### config.mk
export PLATFORM = sky130hd
export DESIGN_NAME = ef_dac_bank
export DESIGN_NICKNAME = d
export VERILOG_FILES = /design/src/rtl/ef_dac_pkg.sv /design/src/rtl/ef_dac_slew_ch.sv /design/src/rtl/ef_dac_bank.sv
export SDC_FILE = /design/constraint.sdc
export NUM_CORES = 1
export LEC_CHECK = 0
export BUFFER_PORTS_ARGS = -buffer_cell sky130_fd_sc_hd__buf_2
export CORE_ASPECT_RATIO = 0.9
export CORE_MARGIN = 3
export CORE_UTILIZATION = 30
export CTS_BUF_LIST = sky130_fd_sc_hd__clkbuf_4
export CTS_CLUSTER_SIZE = 8
export DETAILED_ROUTE_END_ITERATION = 8
export GPL_ROUTABILITY_DRIVEN = 0
export PLACE_DENSITY = 0.54
export SLEW_MARGIN = 20
export SYNTH_ARGS = -nofsm -noshare
export SYNTH_HDL_FRONTEND = slang
export SYNTH_HIERARCHICAL = 1
export SYNTH_SLANG_ARGS = --single-unit
### constraint.sdc
create_clock -name UserCLK -period 1.33 [get_ports UserCLK]
set_input_delay 0.0665 -clock UserCLK [delete_from_list [all_inputs] [get_ports UserCLK]]
set_output_delay 0.0665 -clock UserCLK [all_outputs]
set_load 0.05 [all_outputs]
### src/rtl/ef_dac_pkg.sv
// ef_dac_pkg: shared state encoding and constants for the ef_dac_bank DAC tile.
package ef_dac_pkg;
    localparam int STATE_W = 2;
    typedef enum logic [STATE_W-1:0] {IDLE, XFER, SLEW} dacState_t;
    localparam int RESET_CODE = 0;
    localparam int AUTO_LOAD_BIT = 0;
endpackage

### src/rtl/ef_dac_slew_ch.sv
// ef_dac_slew_ch: one channel's active code and target, stepping toward the target
// by at most SLEW_STEP per cycle without overshoot.
import ef_dac_pkg::*;
module ef_dac_slew_ch #(
    parameter int WIDTH = 8,
    parameter int SLEW_STEP = 1
) (
    input  logic             clk,
    input  logic             rstN,
    input  logic             xfer,
    input  logic             slewEn,
    input  logic [WIDTH-1:0] newTarget,
    output logic [WIDTH-1:0] value,
    output logic             near
);
    localparam logic [WIDTH-1:0] STEP = SLEW_STEP[WIDTH-1:0];
    logic [WIDTH-1:0] active, target, diff, stp;
    logic up;
    always_comb begin
        up = target > active;
        diff = up ? target - active : active - target;
        stp = diff > STEP ? STEP : diff;
        near = diff <= STEP;
    end
    always_ff @(posedge clk or negedge rstN)
        if (!rstN) begin
            active <= WIDTH'(RESET_CODE);
            target <= WIDTH'(RESET_CODE);
        end else if (xfer)
            target <= newTarget;
        else if (slewEn)
            active <= up ? active + stp : active - stp;
    assign value = active;
endmodule

### src/rtl/ef_dac_bank.sv
// ef_dac_bank: double-buffered multi-channel DAC code bank with strobed or auto load.
// Optional output slew limiting is compiled in with `define DAC_SLEW_EN.
import ef_dac_pkg::*;
module ef_dac_bank #(
    parameter int WIDTH = 8,
    parameter int CHANNELS = 4,
    parameter int CH_BITS = 2,
    parameter int SLEW_STEP = 1,
    parameter int NoConfigBits = 1
) (
    input  logic                      UserCLK,
    input  logic                      RESETN,
    input  logic                      WR_VALID,
    output logic                      WR_READY,
    input  logic [CH_BITS-1:0]        WR_CH,
    input  logic [WIDTH-1:0]          WR_DATA,
    output logic                      WR_ERR,
    input  logic                      LOAD,
    output logic                      BUSY,
    output logic [CHANNELS*WIDTH-1:0] VALUE_top,
    input  logic [NoConfigBits-1:0]   ConfigBits
);
    localparam logic [CH_BITS:0] CH_LIM = CHANNELS[CH_BITS:0];
    dacState_t state, stateNext;
    logic [WIDTH-1:0] shadow [CHANNELS];
    logic [WIDTH-1:0] active [CHANNELS];
    logic accept, validCh, goodWr, trigger, wrErr;
    assign WR_READY = state != XFER;
    assign BUSY = state != IDLE;
    assign WR_ERR = wrErr;
    assign accept = WR_VALID && WR_READY;
    assign validCh = {1'b0, WR_CH} < CH_LIM;
    assign goodWr = accept && validCh;
    assign trigger = LOAD || (ConfigBits[AUTO_LOAD_BIT] && goodWr);
`ifdef DAC_SLEW_EN
    logic [CHANNELS-1:0] near;
    logic anyDiff;
    always_comb begin
        anyDiff = 1'b0;
        for (int c = 0; c < CHANNELS; c++)
            anyDiff |= active[c] != shadow[c];
    end
    always_comb begin
        stateNext = state;
        case (state)
            IDLE:    stateNext = trigger ? XFER : IDLE;
            XFER:    stateNext = anyDiff ? SLEW : IDLE;
            default: stateNext = trigger ? XFER : (&near ? IDLE : SLEW);
        endcase
    end
    for (genvar c = 0; c < CHANNELS; c++) begin : gCh
        ef_dac_slew_ch #(.WIDTH(WIDTH), .SLEW_STEP(SLEW_STEP)) uCh (
            .clk(UserCLK),
            .rstN(RESETN),
            .xfer(state == XFER),
            .slewEn(state == SLEW),
            .newTarget(shadow[c]),
            .value(active[c]),
            .near(near[c])
        );
    end
`else
    always_comb begin
        stateNext = IDLE;
        if (state == IDLE && trigger) stateNext = XFER;
    end
    always_ff @(posedge UserCLK or negedge RESETN)
        if (!RESETN)
            for (int c = 0; c < CHANNELS; c++) active[c] <= WIDTH'(RESET_CODE);
        else if (state == XFER)
            for (int c = 0; c < CHANNELS; c++) active[c] <= shadow[c];
`endif
    // Writes to a nonexistent channel complete the handshake but only raise WR_ERR.
    always_ff @(posedge UserCLK or negedge RESETN)
        if (!RESETN) begin
            state <= IDLE;
            wrErr <= 1'b0;
            for (int c = 0; c < CHANNELS; c++) shadow[c] <= WIDTH'(RESET_CODE);
        end else begin
            state <= stateNext;
            wrErr <= accept && !validCh;
            for (int c = 0; c < CHANNELS; c++)
                if (goodWr && WR_CH == CH_BITS'(c)) shadow[c] <= WR_DATA;
        end
    for (genvar c = 0; c < CHANNELS; c++) begin : gOut
        assign VALUE_top[c*WIDTH +: WIDTH] = active[c];
    end
endmodule
==> qor.yml, run 1 <==
status:
  outcome: "finished, violations left"
  violations: "setup timing"
detailed_routing:
  drt-vias-per-instance: 4.54
  final_antenna_net_count: 0
  wirelength_mm: 4.85
  drt_iter0_markers: 31
  wire_per_inst_um: 15.1
  drt_first_pass_iters: 4
  vias: 1458
  drcViolationCount: 0
clock_network:
  htree_levels: 3
  clock_latency_ns: 0.39
  clock_path_buffers: 2
  cts_buffers: 9
  path_clk_slew_ns: 0.10
  cts.sinks: 65
  cts_tree: "built"
  cts_root_buffer: "clkbuf_4"
yosys:
  syn_nets: 159
  synth_edf_count: 0
  yosysTopAreaCell: "dfrtp_1"
  synthCells: 144
  synth.yosys.warnings: 6
  ys_types: 13
  synthFlopType: "dfrtp_1"
  synth.ff_latch_count: 65
  synth.area.top_cells: "dfrtp_1 66%, mux2_2 29%, buf_2 1.0%"
  synth.most_common_cell: "dfrtp_1"
  async_flop_share: 1.00
  syn_area_sq_mm: 0.00246
  synth_top_area_share: 0.661
  seq_area_frac_synth: 0.661
  postSynthAreaPerCell_sq_um: 17.1
  synth_common_cells: "65 x dfrtp_1, 64 x mux2_2, 5 x buf_2"
floorplanning:
  die-area_sq_mm: 0.00933
  ios: 50
  die_w_um: 101
  core_sq_mm: 0.00777
  core.rowCount: 30
  dieHeight_um: 91.9
  start_util: 0.317
setup_path:
  required_ns: 1.61
  worst_r2r_path_depth: 3
  worstPathArrival_ns: 1.73
  critPathKind: "reg -> reg"
  startpoint_type: "flip-flop"
  crit_path_end_kind: "flip-flop"
  cp_max_fo: 6
power:
  p_total_w: 0.00714
  p_per_area_mw_per_mm2: 2160
  peakVddDrop_mv: 1.03
  leakage_nw: 1.55
global_routing:
  grt_pass1_wl_mm: 8.11
  gr-total-overflow: 0
  track_usage: 0.115
  grt_pass1_vias: 1577
  grt_start_max_net_pins: 66
  antenna_found_initial: 0
layout:
  nets: 236
  drive_above_1_share: 0.644
  fill_cells: 719
  antenna_cells: 0
  areaGrowthSynthToFinish_pct: 34.2
sta:
  setup_viol: 24
  fin_tns_setup_ns: -1.70
  drv_slew: 0
  skew_ns: 0.00739
  max_freq_ghz: 0.686
  hold_violations: 0
  hold_slack_ns: 0.195
  setup_ws_ns: -0.129
  period_needed_ns: 1.46
  rsz0062_at_grt: "true"
  post-route-period-util: 1.10
placed_design:
  place_ws_ns: -0.0829
  hpwl_mm: 3.20
  io_buffers: 48
run:
  drv_cap: 0
worst_hold_path:
  hp-class: "in -> async"
cell families after synthesis:
| kind of cell | Yosys count | share of synthesized area |
|---|---|---|
| other | 1 | 0.00152 |
| AOI/OAI and AO/OA | 1 | 0.00203 |
| muxes | 64 | 0.293 |
| buffers and inverters | 8 | 0.0193 |
| DFF | 65 | 0.661 |
| and+or+nand+nor | 5 | 0.0239 |
per-layer routing:
metal  track usage  vias up  share of wire
met5             0        -              0
met4        0.0532        0          0.018
met3        0.0510        9          0.072
met2         0.146       53           0.39
met1         0.166      728           0.52
li1              -      668              -
power by group:
group	total, W	leakage, nW	internal (W)	switching (W)
Sequential	0.00292	0.775	0.00260	0.000322
Clock	0.00144	0.0844	0.000788	0.000655
Combinational	0.00278	0.693	0.000948	0.00183
Total	0.00714	1.55	0.00433	0.00280
sequential cells by signal, indices dropped and copies added (netlist names):
signal / count
shadow: 32
VALUE_top: 32
state: 1
area by class of cell:
class,count,area (sq um),area share
Sequential cell,65,1630,0.493
Multi-Input combinational cell,71,893,0.270
Tap cell,96,120,0.0363
Clock inverter,4,68.8,0.0208
Timing Repair Buffer,73,503,0.152
Inverter,1,8.76,0.00265
Clock buffer,11,82.6,0.0250
placed cells by master, fill, tap and decap left out:
cell type      count
dlygate4sd3_1     11
nor2_1             1
dfrtp_2            1
dfrtp_1           64
a21oi_1            1
buf_8              1
buf_12             1
nor4bb_4           1
and4bb_2           1
mux2_4            24
conb_1             1
nand4b_1           1
clkinv_1           1
bufinv_16          2
clkinv_4           1
clkbuf_4          11
nor4b_4            1
buf_2             46
buf_6              6
clkinv_2           1
buf_4              8
mux2_2            40
critical path: stages, from the launching register on:
cell,delay [ns]
dfrtp_2,0.48
nor4b_4,0.34
buf_4,0.22
mux2_4,0.30
metrics by stage:
stage,area (sq um),instances,utilization
finish,3300,321,0.425
global route,3300,321,0.425
CTS,3290,321,0.423
detailed placement,2940,293,0.378
global placement,2940,293,0.378
floorplan,2520,144,-
path summary, 6_finish.rpt:
| kind | startpoint | end | slack (ns) |
|---|---|---|---|
| worst min register to register | shadow[7]$_DFFE_PN0P_ | shadow[7]$_DFFE_PN0P_ | 0.51 |
| max in group asynchronous | RESETN | state[0]$_DFF_PN0_ | 0.82 |
| worst min-delay path | RESETN | VALUE_top[28]$_DFFE_PN0P_ | 0.20 |
| worst max-delay path | state[0]$_DFF_PN0_ | shadow[31]$_DFFE_PN0P_ | -0.13 |
| min in group UserCLK | WR_CH[0] | shadow[1]$_DFFE_PN0P_ | 0.23 |
| worst max register to register | state[0]$_DFF_PN0_ | shadow[31]$_DFFE_PN0P_ | -0.13 |
timing repair:
| item | 4_1_cts | 5_1_grt |
|---|---|---|
| setup endpoints to repair | 26 | 29 |
| hold endpoints to repair | 98 | 0 |
| setup buffers | 2 | 1 |
| pin swaps | 0 | 2 |
| gates resized for setup | 20 | 8 |
| hold buffers | 11 | 0 |
Power figures use the tool's default switching activity.
==> inputs of run 2 (changes only) <==
CORE_ASPECT_RATIO = 0.7   (was 0.9)
==> run 2 against run 1 <==
The flow still finishes with violations (setup timing); register-to-register slack improved by 0.05 ns; clock skew grew 0.0021 ns; critical path depth unchanged; first-iteration DRC count increased by 23%; sequential share of layout area rose by 1.8 points; fmax up 3.4%; critical endpoint is now shadow[23]$_DFFE_PN0P_; die area grew 0.18%; worst setup slack gained 0.048 ns; non-clock buffer count decreased by 4; sequential cell count stayed put.
==> qor.yml, run 2 (same netlist as run 1, synthesis figures left out) <==
status:
  outcome: "finished, violations left"
  violations: "setup timing"
layout:
  final_common_cell: "dfrtp_1"
  areaGrowthSynthToFinish_pct: 29.4
  fin_area_sq_mm: 0.00319
  nets: 232
  fill_cells: 735
  layout_common_cells: "64 x dfrtp_1, 46 x buf_2, 40 x mux2_2"
  drive_above_1_share: 0.621
  antenna_cells: 0
floorplanning:
  ios: 50
  core.rowCount: 26
  dieHeight_um: 81.8
  die_w_um: 114
  die-area_sq_mm: 0.00935
  start_util: 0.323
  core_sq_mm: 0.00761
setup_path:
  critPathMaxStageDelay_ns: 0.47
  crit_path_end_kind: "flip-flop"
  cp_max_fo: 8
  startpoint_type: "flip-flop"
  crit_family: "flip-flops"
  worstPathArrival_ns: 1.70
  crit_slowest_cell: "dfrtp_2"
  worstSetupPathDepth: 3
  required_ns: 1.62
  critPathKind: "reg -> reg"
  worst_r2r_path_depth: 3
  crit_chain: "nor4bb_2 > buf_4 > mux2_4"
  crit_buf_inv: 1
worst_hold_path:
  hp-class: "in -> async"
global_routing:
  antenna_found_initial: 0
  grt_start_max_net_pins: 66
  grt_pass1_vias: 1511
  gr-total-overflow: 0
  track_usage: 0.115
  grt_pass1_wl_mm: 8.00
sta:
  drv_slew: 0
  skew_ns: 0.00952
  setup_ws_ns: -0.0807
  setup_viol: 34
  hold_violations: 0
  post-route-period-util: 1.06
  period_needed_ns: 1.41
  rsz0062_at_grt: "true"
  max_freq_ghz: 0.709
detailed_routing:
  drt_first_pass_iters: 2
  wire_per_inst_um: 15.4
  drt_iter0_markers: 38
  drcViolationCount: 0
  final_antenna_net_count: 0
  vias: 1424
  wirelength_mm: 4.87
  drt-vias-per-instance: 4.49
clock_network:
  htree_levels: 3
  cts.sinks: 65
  path_clk_slew_ns: 0.10
  cts_tree: "built"
  cts_buffers: 9
  clock_latency_ns: 0.41
  cts_setup_buffers: 0
  cts_root_buffer: "clkbuf_4"
  clock_path_buffers: 2
power:
  leakage_nw: 1.49
  p_per_area_mw_per_mm2: 2090
  p_total_w: 0.00665
  peakVddDrop_mv: 1.15
placed_design:
  hpwl_mm: 3.28
  place_area_sq_mm: 0.00293
  io_buffers: 48
run:
  drv_cap: 0
-- run 2: changes by cell type in the layout (fill, tap and decap cells not counted) --
cell and change:
buf_4 -1, buf_6 -3, bufinv_16 -2, clkbuf_4 -1, clkinv_1 +2, clkinv_2 -1, clkinv_4 -1, inv_1 +1
nor4bb_2 +1, nor4bb_4 -1
-- run 2: final timing paths --
check | from | end | slack (ns)
max | state[0]$_DFF_PN0_ | shadow[23]$_DFFE_PN0P_ | -0.08
min | RESETN | shadow[29]$_DFFE_PN0P_ | 0.21
max reg2reg | state[0]$_DFF_PN0_ | shadow[23]$_DFFE_PN0P_ | -0.08
min reg2reg | shadow[2]$_DFFE_PN0P_ | VALUE_top[26]$_DFFE_PN0P_ | 0.50
max in group asynchronous | RESETN | state[0]$_DFF_PN0_ | 0.82
min in group UserCLK | WR_CH[0] | shadow[27]$_DFFE_PN0P_ | 0.22
-- run 2: worst min-delay path, stage by stage --
cell	delay, ns
dlygate4sd3_1	0.53
buf_2	0.12
buf_12	0.30
-- run 2: cell type report --
cell class	instances	area, sq um	area share
Clock buffer	10	75.1	0.0236
Inverter	1	3.75	0.00118
Timing Repair Buffer	69	462	0.145
Multi-Input combinational cell	71	885	0.278
Clock inverter	3	11.3	0.00353
Sequential cell	65	1630	0.511
Tap cell	98	123	0.0385
-- run 2: timing repair --
action                                  CTS  global route
pin swaps                                 1             2
endpoints found under the setup margin   26            34
endpoints found under the hold margin    98             0
hold buffers                             11             0
gates cloned                              0             0
resized for setup                         9             9
-- run 2: through the flow --
step | setup TNS (ns) | hold slack [ns] | setup WS, ns | instances | util
floorplan | -6.86 | -0.229 | -0.260 | 144 | -
global placement | -0.660 | 0.112 | -0.0610 | 293 | 0.384
detailed placement | -0.834 | 0.109 | -0.0762 | 293 | 0.384
CTS | -2.15 | 0.193 | -0.108 | 317 | 0.414
global route | -3.22 | 0.208 | -0.160 | 317 | 0.419
finish | -1.87 | 0.207 | -0.0807 | 317 | 0.419
-- run 2: power breakdown --
part	switching, W	internal [W]	leakage [nW]	total [W]
Clock	0.000629	0.000357	0.0507	0.000986
Sequential	0.000327	0.00260	0.775	0.00293
Combinational	0.00181	0.000926	0.662	0.00274
-- run 2: metal layers --
metal  global-route usage  vias up  wire length [um]
met5                    0        -                 0
met4               0.0391        0                73
li1                     -      655                 -
met3               0.0619       10               356
met1                0.155      718              2490
met2                0.157       41              1950
